File: src/rtl/l1_bus_pkg.sv
// ---------------------------------------------------------------------------
// l1_bus_pkg
// Shared definitions for the L1 bus sequencer: FSM state encoding, client
// operation codes, the fixed line-beat bus size and the per-client operation
// priority helper.
// ---------------------------------------------------------------------------
package l1_bus_pkg;

   // FSM state encoding (also visible on the sequencer's dbg_state port).
   localparam logic [2:0] ST_IDLE    = 3'd0;
   localparam logic [2:0] ST_SINGLE  = 3'd1;
   localparam logic [2:0] ST_RL_BEAT = 3'd2;
   localparam logic [2:0] ST_WL_ADDR = 3'd3;
   localparam logic [2:0] ST_WL_DATA = 3'd4;
   localparam logic [2:0] ST_DONE    = 3'd5;
   localparam logic [2:0] ST_ERR     = 3'd6;

   // Client operation codes.
   localparam logic [1:0] OP_RD = 2'd0;   // single read
   localparam logic [1:0] OP_RL = 2'd1;   // read line (refill)
   localparam logic [1:0] OP_WT = 2'd2;   // single write-through
   localparam logic [1:0] OP_WL = 2'd3;   // write line (dirty writeback)

   // Every beat of a line transfer is a full 64-bit word.
   localparam logic [3:0] LINE_SIZE = 4'b1000;

   // Priority among one client's request bits: wl > rl > rd > wt.
   // Only called for a client that requests something, so when none of the
   // higher-priority bits is set the request must be a write-through.
   function automatic logic [1:0] op_select(input logic rd, input logic rl,
                                            input logic wl);
      if (wl)      return OP_WL;
      else if (rl) return OP_RL;
      else if (rd) return OP_RD;
      else         return OP_WT;
   endfunction

endpackage

File: src/rtl/rr_arb2.sv
// ---------------------------------------------------------------------------
// rr_arb2
// Two-requester round-robin arbiter. A lone requester always wins; on a tie
// the requester that did not win last time is granted. The last-grant
// register only moves when grant_en is high and someone is requesting, so
// the owner of a running transaction cannot be rotated out under it.
//
// Ports
//   clk, rst   clock, synchronous active-high reset (last_grant -> 1, so
//              client 0 wins the first tie)
//   req        per-requester request
//   grant_en   grant is being taken this cycle (caller is idle)
//   gnt        one-hot combinational grant (zero when nobody requests)
// ---------------------------------------------------------------------------
module rr_arb2 (
   input  logic       clk,
   input  logic       rst,
   input  logic [1:0] req,
   input  logic       grant_en,
   output logic [1:0] gnt
);

   logic last_grant;

   always_comb begin
      gnt = 2'b00;
      case (req)
         2'b01:   gnt = 2'b01;
         2'b10:   gnt = 2'b10;
         2'b11:   gnt = last_grant ? 2'b01 : 2'b10;
         default: gnt = 2'b00;
      endcase
   end

   always_ff @(posedge clk) begin
      if (rst) begin
         last_grant <= 1'b1;
      end else if (grant_en && (|req)) begin
         last_grant <= gnt[1];
      end
   end

endmodule

File: src/rtl/l1_bus_sequencer.sv
// ---------------------------------------------------------------------------
// l1_bus_sequencer
// Sequences requests from two L1 clients onto a single 64-bit system bus.
// Each client can ask for a single read, a single write-through, a cache-line
// read (refill) or a cache-line write (writeback). One transaction runs at a
// time; the losing client's request simply stays pending until IDLE.
//
// Handshake: while bus_req is high the bus fields are stable; the bus
// completes the current beat with bus_ack, or aborts the whole transaction
// with bus_err (bus_err wins over bus_ack in the same cycle). bus_ack and
// bus_err are ignored whenever bus_req is low.
//
// Ports
//   clk, rst                 clock, synchronous active-high reset
//   req_rd/rl/wt/wl [1:0]    per-client request bits (bit i = client i)
//   cl_size [7:0]            client i one-hot size at [4i+3:4i]
//   cl_pa, cl_wdata [127:0]  client i address / write data at [64i+63:64i]
//   rdata [63:0]             read data to clients
//   addr_count [10:0]        current line beat index
//   line_write, refill, trans_rdy, bus_error [1:0]  per-client pulses
//   bus_req, bus_we, bus_addr, bus_size, bus_wdata  bus master side
//   bus_ack, bus_err, bus_rdata                     bus responses
//   dbg_state [2:0]          current FSM state (l1_bus_pkg encoding)
// ---------------------------------------------------------------------------
module l1_bus_sequencer
   import l1_bus_pkg::*;
#(
   parameter int LINE_BEATS = 16
) (
   input  logic         clk,
   input  logic         rst,
   input  logic [1:0]   req_rd,
   input  logic [1:0]   req_rl,
   input  logic [1:0]   req_wt,
   input  logic [1:0]   req_wl,
   input  logic [7:0]   cl_size,
   input  logic [127:0] cl_pa,
   input  logic [127:0] cl_wdata,
   output logic [63:0]  rdata,
   output logic [10:0]  addr_count,
   output logic [1:0]   line_write,
   output logic [1:0]   refill,
   output logic [1:0]   trans_rdy,
   output logic [1:0]   bus_error,
   output logic         bus_req,
   output logic         bus_we,
   output logic [63:0]  bus_addr,
   output logic [3:0]   bus_size,
   output logic [63:0]  bus_wdata,
   input  logic         bus_ack,
   input  logic         bus_err,
   input  logic [63:0]  bus_rdata,
   output logic [2:0]   dbg_state
);

   // Beat index width and the number of byte-offset bits inside one line.
   localparam int BW = $clog2(LINE_BEATS);
   localparam int LB = BW + 3;

   logic [2:0]    state_q, state_d;
   logic          g_q;          // granted client
   logic [1:0]    op_q;
   logic [63:0]   pa_q;
   logic [3:0]    size_q;
   logic [BW-1:0] beat_q;
   logic [63:0]   rdata_q;      // data captured by the last single read

   logic [1:0]    cl_req;
   logic [1:0]    gnt;
   logic          in_idle;
   logic          take_grant;
   logic          g_new;
   logic [1:0]    op_new;
   logic [63:0]   pa_new;
   logic [3:0]    size_new;
   logic [63:0]   wd_g;
   logic [1:0]    g_mask;
   logic [63:0]   line_addr;
   logic          ack_ok;
   logic          last_beat;
   logic          beat_adv;
   logic          abort;

   assign cl_req[0] = req_rd[0] | req_rl[0] | req_wt[0] | req_wl[0];
   assign cl_req[1] = req_rd[1] | req_rl[1] | req_wt[1] | req_wl[1];

   assign in_idle    = (state_q == ST_IDLE);
   assign take_grant = in_idle && (|cl_req);

   rr_arb2 u_arb (
      .clk      (clk),
      .rst      (rst),
      .req      (cl_req),
      .grant_en (in_idle),
      .gnt      (gnt)
   );

   // Candidate transaction from the client the arbiter would grant now.
   assign g_new    = gnt[1];
   assign op_new   = op_select(req_rd[g_new], req_rl[g_new], req_wl[g_new]);
   assign pa_new   = g_new ? cl_pa[127:64] : cl_pa[63:0];
   assign size_new = g_new ? cl_size[7:4]  : cl_size[3:0];

   // Write data is taken live from the granted client so a line writer can
   // present a new word for each beat it sees on addr_count.
   assign wd_g   = g_q ? cl_wdata[127:64] : cl_wdata[63:0];
   assign g_mask = g_q ? 2'b10 : 2'b01;

   // Line beats walk through the line containing pa, 8 bytes per beat.
   assign line_addr = {pa_q[63:LB], beat_q, 3'b000};

   // bus_err has priority over bus_ack; both only count while bus_req is
   // high, which is exactly SINGLE, RL_BEAT and WL_DATA.
   assign ack_ok    = bus_ack && !bus_err;
   assign last_beat = (beat_q == BW'(LINE_BEATS - 1));
   assign beat_adv  = ack_ok && ((state_q == ST_RL_BEAT) || (state_q == ST_WL_DATA));
   assign abort     = bus_err && ((state_q == ST_SINGLE) || (state_q == ST_RL_BEAT) ||
                                  (state_q == ST_WL_DATA));

   // ------------------------------------------------------------------
   // Next state
   // ------------------------------------------------------------------
   always_comb begin
      state_d = state_q;
      case (state_q)
         ST_IDLE: begin
            if (take_grant) begin
               case (op_new)
                  OP_RL:   state_d = ST_RL_BEAT;
                  OP_WL:   state_d = ST_WL_ADDR;
                  default: state_d = ST_SINGLE;
               endcase
            end
         end
         ST_SINGLE: begin
            if (bus_err)      state_d = ST_ERR;
            else if (bus_ack) state_d = ST_DONE;
         end
         ST_RL_BEAT: begin
            if (bus_err)                   state_d = ST_ERR;
            else if (bus_ack && last_beat) state_d = ST_DONE;
         end
         ST_WL_ADDR: begin
            state_d = ST_WL_DATA;
         end
         ST_WL_DATA: begin
            if (bus_err)      state_d = ST_ERR;
            else if (bus_ack) state_d = last_beat ? ST_DONE : ST_WL_ADDR;
         end
         ST_DONE: state_d = ST_IDLE;
         ST_ERR:  state_d = ST_IDLE;
         default: state_d = ST_IDLE;
      endcase
   end

   // ------------------------------------------------------------------
   // State and transaction registers
   // ------------------------------------------------------------------
   always_ff @(posedge clk) begin
      if (rst) begin
         state_q <= ST_IDLE;
         g_q     <= 1'b0;
         op_q    <= OP_RD;
         pa_q    <= '0;
         size_q  <= '0;
         beat_q  <= '0;
         rdata_q <= '0;
      end else begin
         state_q <= state_d;
         if (take_grant) begin
            g_q    <= g_new;
            op_q   <= op_new;
            pa_q   <= pa_new;
            size_q <= size_new;
            beat_q <= '0;
         end else if (abort) begin
            beat_q <= '0;
         end else if (beat_adv) begin
            // The final beat leaves the line state, so the counter returns
            // to zero instead of running past LINE_BEATS-1.
            beat_q <= last_beat ? '0 : beat_q + 1'b1;
         end
         if ((state_q == ST_SINGLE) && ack_ok) begin
            rdata_q <= bus_rdata;
         end
      end
   end

   // ------------------------------------------------------------------
   // Outputs. Everything is forced low while rst is high so a transfer
   // interrupted by reset produces no pulse or bus activity.
   // ------------------------------------------------------------------
   always_comb begin
      bus_req    = 1'b0;
      bus_we     = 1'b0;
      bus_addr   = '0;
      bus_size   = '0;
      bus_wdata  = '0;
      rdata      = '0;
      addr_count = '0;
      line_write = '0;
      refill     = '0;
      trans_rdy  = '0;
      bus_error  = '0;
      if (!rst) begin
         case (state_q)
            ST_SINGLE: begin
               bus_req   = 1'b1;
               bus_we    = (op_q == OP_WT);
               bus_addr  = pa_q;
               bus_size  = size_q;
               bus_wdata = wd_g;
            end
            ST_RL_BEAT: begin
               bus_req    = 1'b1;
               bus_addr   = line_addr;
               bus_size   = LINE_SIZE;
               addr_count = 11'(beat_q);
               if (ack_ok) begin
                  line_write = g_mask;
                  rdata      = bus_rdata;
               end
            end
            ST_WL_ADDR: begin
               addr_count = 11'(beat_q);
            end
            ST_WL_DATA: begin
               bus_req    = 1'b1;
               bus_we     = 1'b1;
               bus_addr   = line_addr;
               bus_size   = LINE_SIZE;
               bus_wdata  = wd_g;
               addr_count = 11'(beat_q);
            end
            ST_DONE: begin
               trans_rdy = g_mask;
               if (op_q == OP_RL) refill = g_mask;
               if (op_q == OP_RD) rdata  = rdata_q;
            end
            ST_ERR: begin
               bus_error = g_mask;
            end
            default: ;
         endcase
      end
   end

   assign dbg_state = state_q;

endmodule

File: config.mk
export PLATFORM = sky130hd
export DESIGN_NAME = l1_bus_sequencer
export DESIGN_NICKNAME = d
export VERILOG_FILES = /design/src/rtl/l1_bus_pkg.sv /design/src/rtl/rr_arb2.sv /design/src/rtl/l1_bus_sequencer.sv
export SDC_FILE = /design/constraint.sdc
export NUM_CORES = 1
export LEC_CHECK = 0
export CORE_AREA = 2 2 215 217
export DETAILED_ROUTE_END_ITERATION = 7
export DIE_AREA = 0 0 217 219
export PLACE_DENSITY_LB_ADDON = 0.12
export RECOVER_POWER = 50
export REMOVE_ABC_BUFFERS = 1
export SETUP_SLACK_MARGIN = 0.05
export SYNTH_ARGS = -nofsm -noshare
export SYNTH_HDL_FRONTEND = slang
export SYNTH_HIERARCHICAL = 1
export SYNTH_SLANG_ARGS = --single-unit
File: constraint.sdc
create_clock -name clk -period 2.2 [get_ports clk]
set_input_delay 0.33 -clock clk [delete_from_list [all_inputs] [get_ports clk]]
set_output_delay 0.33 -clock clk [all_outputs]
set_load 0.005 [all_outputs]
==> metrics <==
status complete, but fails checks; synthesized instance count 1096; CP Launch Type flop; Slew Limit Fails 0; DRC errors left 0; crit path max fanout 6; min-delay worst type in -> reg; reg2reg start dbg_state[2]$_SDFFE_PP0P_; Die X-Extent 217 um; Port Buffers 552; Leakage 6.929 nW; CTS buffer count 17; top cell family by delay on the critical path buffers and inverters; Worst setup EP type output port; Cell Rows 78; failing checks negative setup slack; largest net degree at the start of global routing 88; Die Y 219 um; min Tclk post-route 2493 ps; Via density 4.485; WP data arrival 2160 ps; Pre-antenna DRT Iters 4; largest stage delay on the critical path 430 ps; initial antenna violation count 11; Finished Layout Cells 2363; CP startpoint dbg_state[2]$_SDFFE_PP0P_; Overflow after GRT 0; Clk pin slew, worst setup/hold paths 60 ps; Worst slew margin 64.38%; final hold vios 0; Clock Sinks 143; Mean Syn Cell Area 7.885 um2; final setup fails 198; CTS tree done; H-tree depth 4; Pwr per Cell Area 1043 nW/um2; DIE AREA 47520 um2; maximum clock path buffer count 2; post-DP HPWL 34.36 mm; most common cell after layout, fill and taps aside clkdlybuf4s50_1; crit share post-route 113.3%; core footprint 45090 um2; clk root buf clkbuf_16; initial core utilization 19.17%; io pins 560; post-DR wirelength/cell 19.89 um; drt initial violations 454; crit path kind reg -> out; share of layout cells above drive strength 1 35.04%; most frequent cells in the layout 338 x clkdlybuf4s50_1, 164 x buf_2, 154 x nor2_1; maximum clock frequency 0.4011 GHz; Hold Crit Start rst; critical path, cell by cell or3b_4 > buf_12 > o21ai_4 > buf_12 > buf_12 > buf_12 > buf_8 > and3_4 > buf_6; Total GRT Usage 18.48%; pre-CTS WS -451.2 ps; RSZ-0062 raised after global routing yes; first-pass GRT wire length 65.64 mm; antenna-violating nets left 0; Worst VDD drop 0.0005485 V; Worst-Margin Slew 534.3 ps; warnings from Yosys 6; Crit path buffers/inverters 6; most used cell, CP buf_12; vias in the first global route 10426; mapped cell area 8642 um2; DRT Wirelength 46.99 mm; Crit-path slowest cell or3b_4; Layout Nets 2085; setup slack after layout -293.4 ps; GPL Wtd Cong 0.8046; Synth-to-Final Area Change 99.03%; CP Data Required Time 1870 ps; Worst Skew 5.918 ps; max-cap violations 0; placed cells 2245; via count 10597; later-pin clock latency in the skew report 430 ps
## repair_timing
action | in CTS | in global routing
resized for setup | 983 | 130
pin swaps | 101 | 51
hold buffers | 0 | 0
setup endpoints to repair | 210 | 342
gates cloned | 10 | 7
buffers inserted | 53 | 25
## cell type report
type | instances | area, um2
Sequential cell | 143 | 2870
Inverter | 8 | 30.03
Clock buffer | 25 | 495.5
Antenna cell | 8 | 20.02
Multi-Input combinational cell | 832 | 5734
Fill cell | 4657 | 27890
Tap cell | 600 | 750.7
Timing Repair Buffer | 742 | 7243
Clock inverter | 5 | 56.30
## worst reg2reg max path, stage by stage, from the launching register on
cell      delay, ps
dfxtp_2         320
buf_6           130
buf_6           130
buf_8           130
buf_4           130
nor3_1          360
a21boi_4        300
buf_12          180
buf_12          190
nor2_1           60
a211oi_1        220
## path summary, 6_finish.rpt
kind,end,slack (ps),cells past startpoint
worst min-delay path,g_q$_SDFFE_PP0P_,340,3
worst min register to register,rdata_q[1]$_SDFFE_PP0P_,470,2
worst max register to register,pa_q[59]$_SDFFE_PP0P_,-60,10
worst max-delay path,bus_addr[9],-290,9
## through the flow
stage / cell area [um2] / total power, mW / utilization, % / TNS [ps] / hold WS, ps
6_report: 17200 / 17.94 / 38.15 / -25660 / 336.5
5_1_grt: 17200 / 19.14 / 38.15 / -57220 / 336.6
4_1_cts: 16760 / 17.37 / 37.18 / -41370 / 307.5
3_5_place_dp: 15550 / 12.03 / 34.48 / -44750 / 446.5
3_3_place_gp: 15550 / 12.00 / 34.48 / -46640 / 443.2
2_1_floorplan: 8048 / 6.463 / - / -713980 / 399.1
## report_power, final
part	leakage [nW]	total (mW)	internal, mW	switching, mW
Sequential	1.17	3.76	3.36	0.407
Clock	0.269	2.80	1.66	1.14
Combinational	5.49	11.4	6.28	5.09
Total	6.93	17.9	11.3	6.64
## state kept, by name (all words and copies together) (netlist names)
register,flops
u_arb/last_grant,1
beat_q,4
size_q,4
dbg_state,3
g_q,1
op_q,2
rdata_q,64
pa_q,64
## layer usage
| layer | vias up | global-route usage (%) | share of wire (%) |
|---|---|---|---|
| met5 | - | 0 | 0 |
| met4 | 0 | 7.397 | 2.6 |
| met3 | 41 | 4.532 | 5.9 |
| met2 | 343 | 36.45 | 56 |
| met1 | 5017 | 18.33 | 36 |
| li1 | 5196 | - | - |
(Power assumes the default switching activity.)
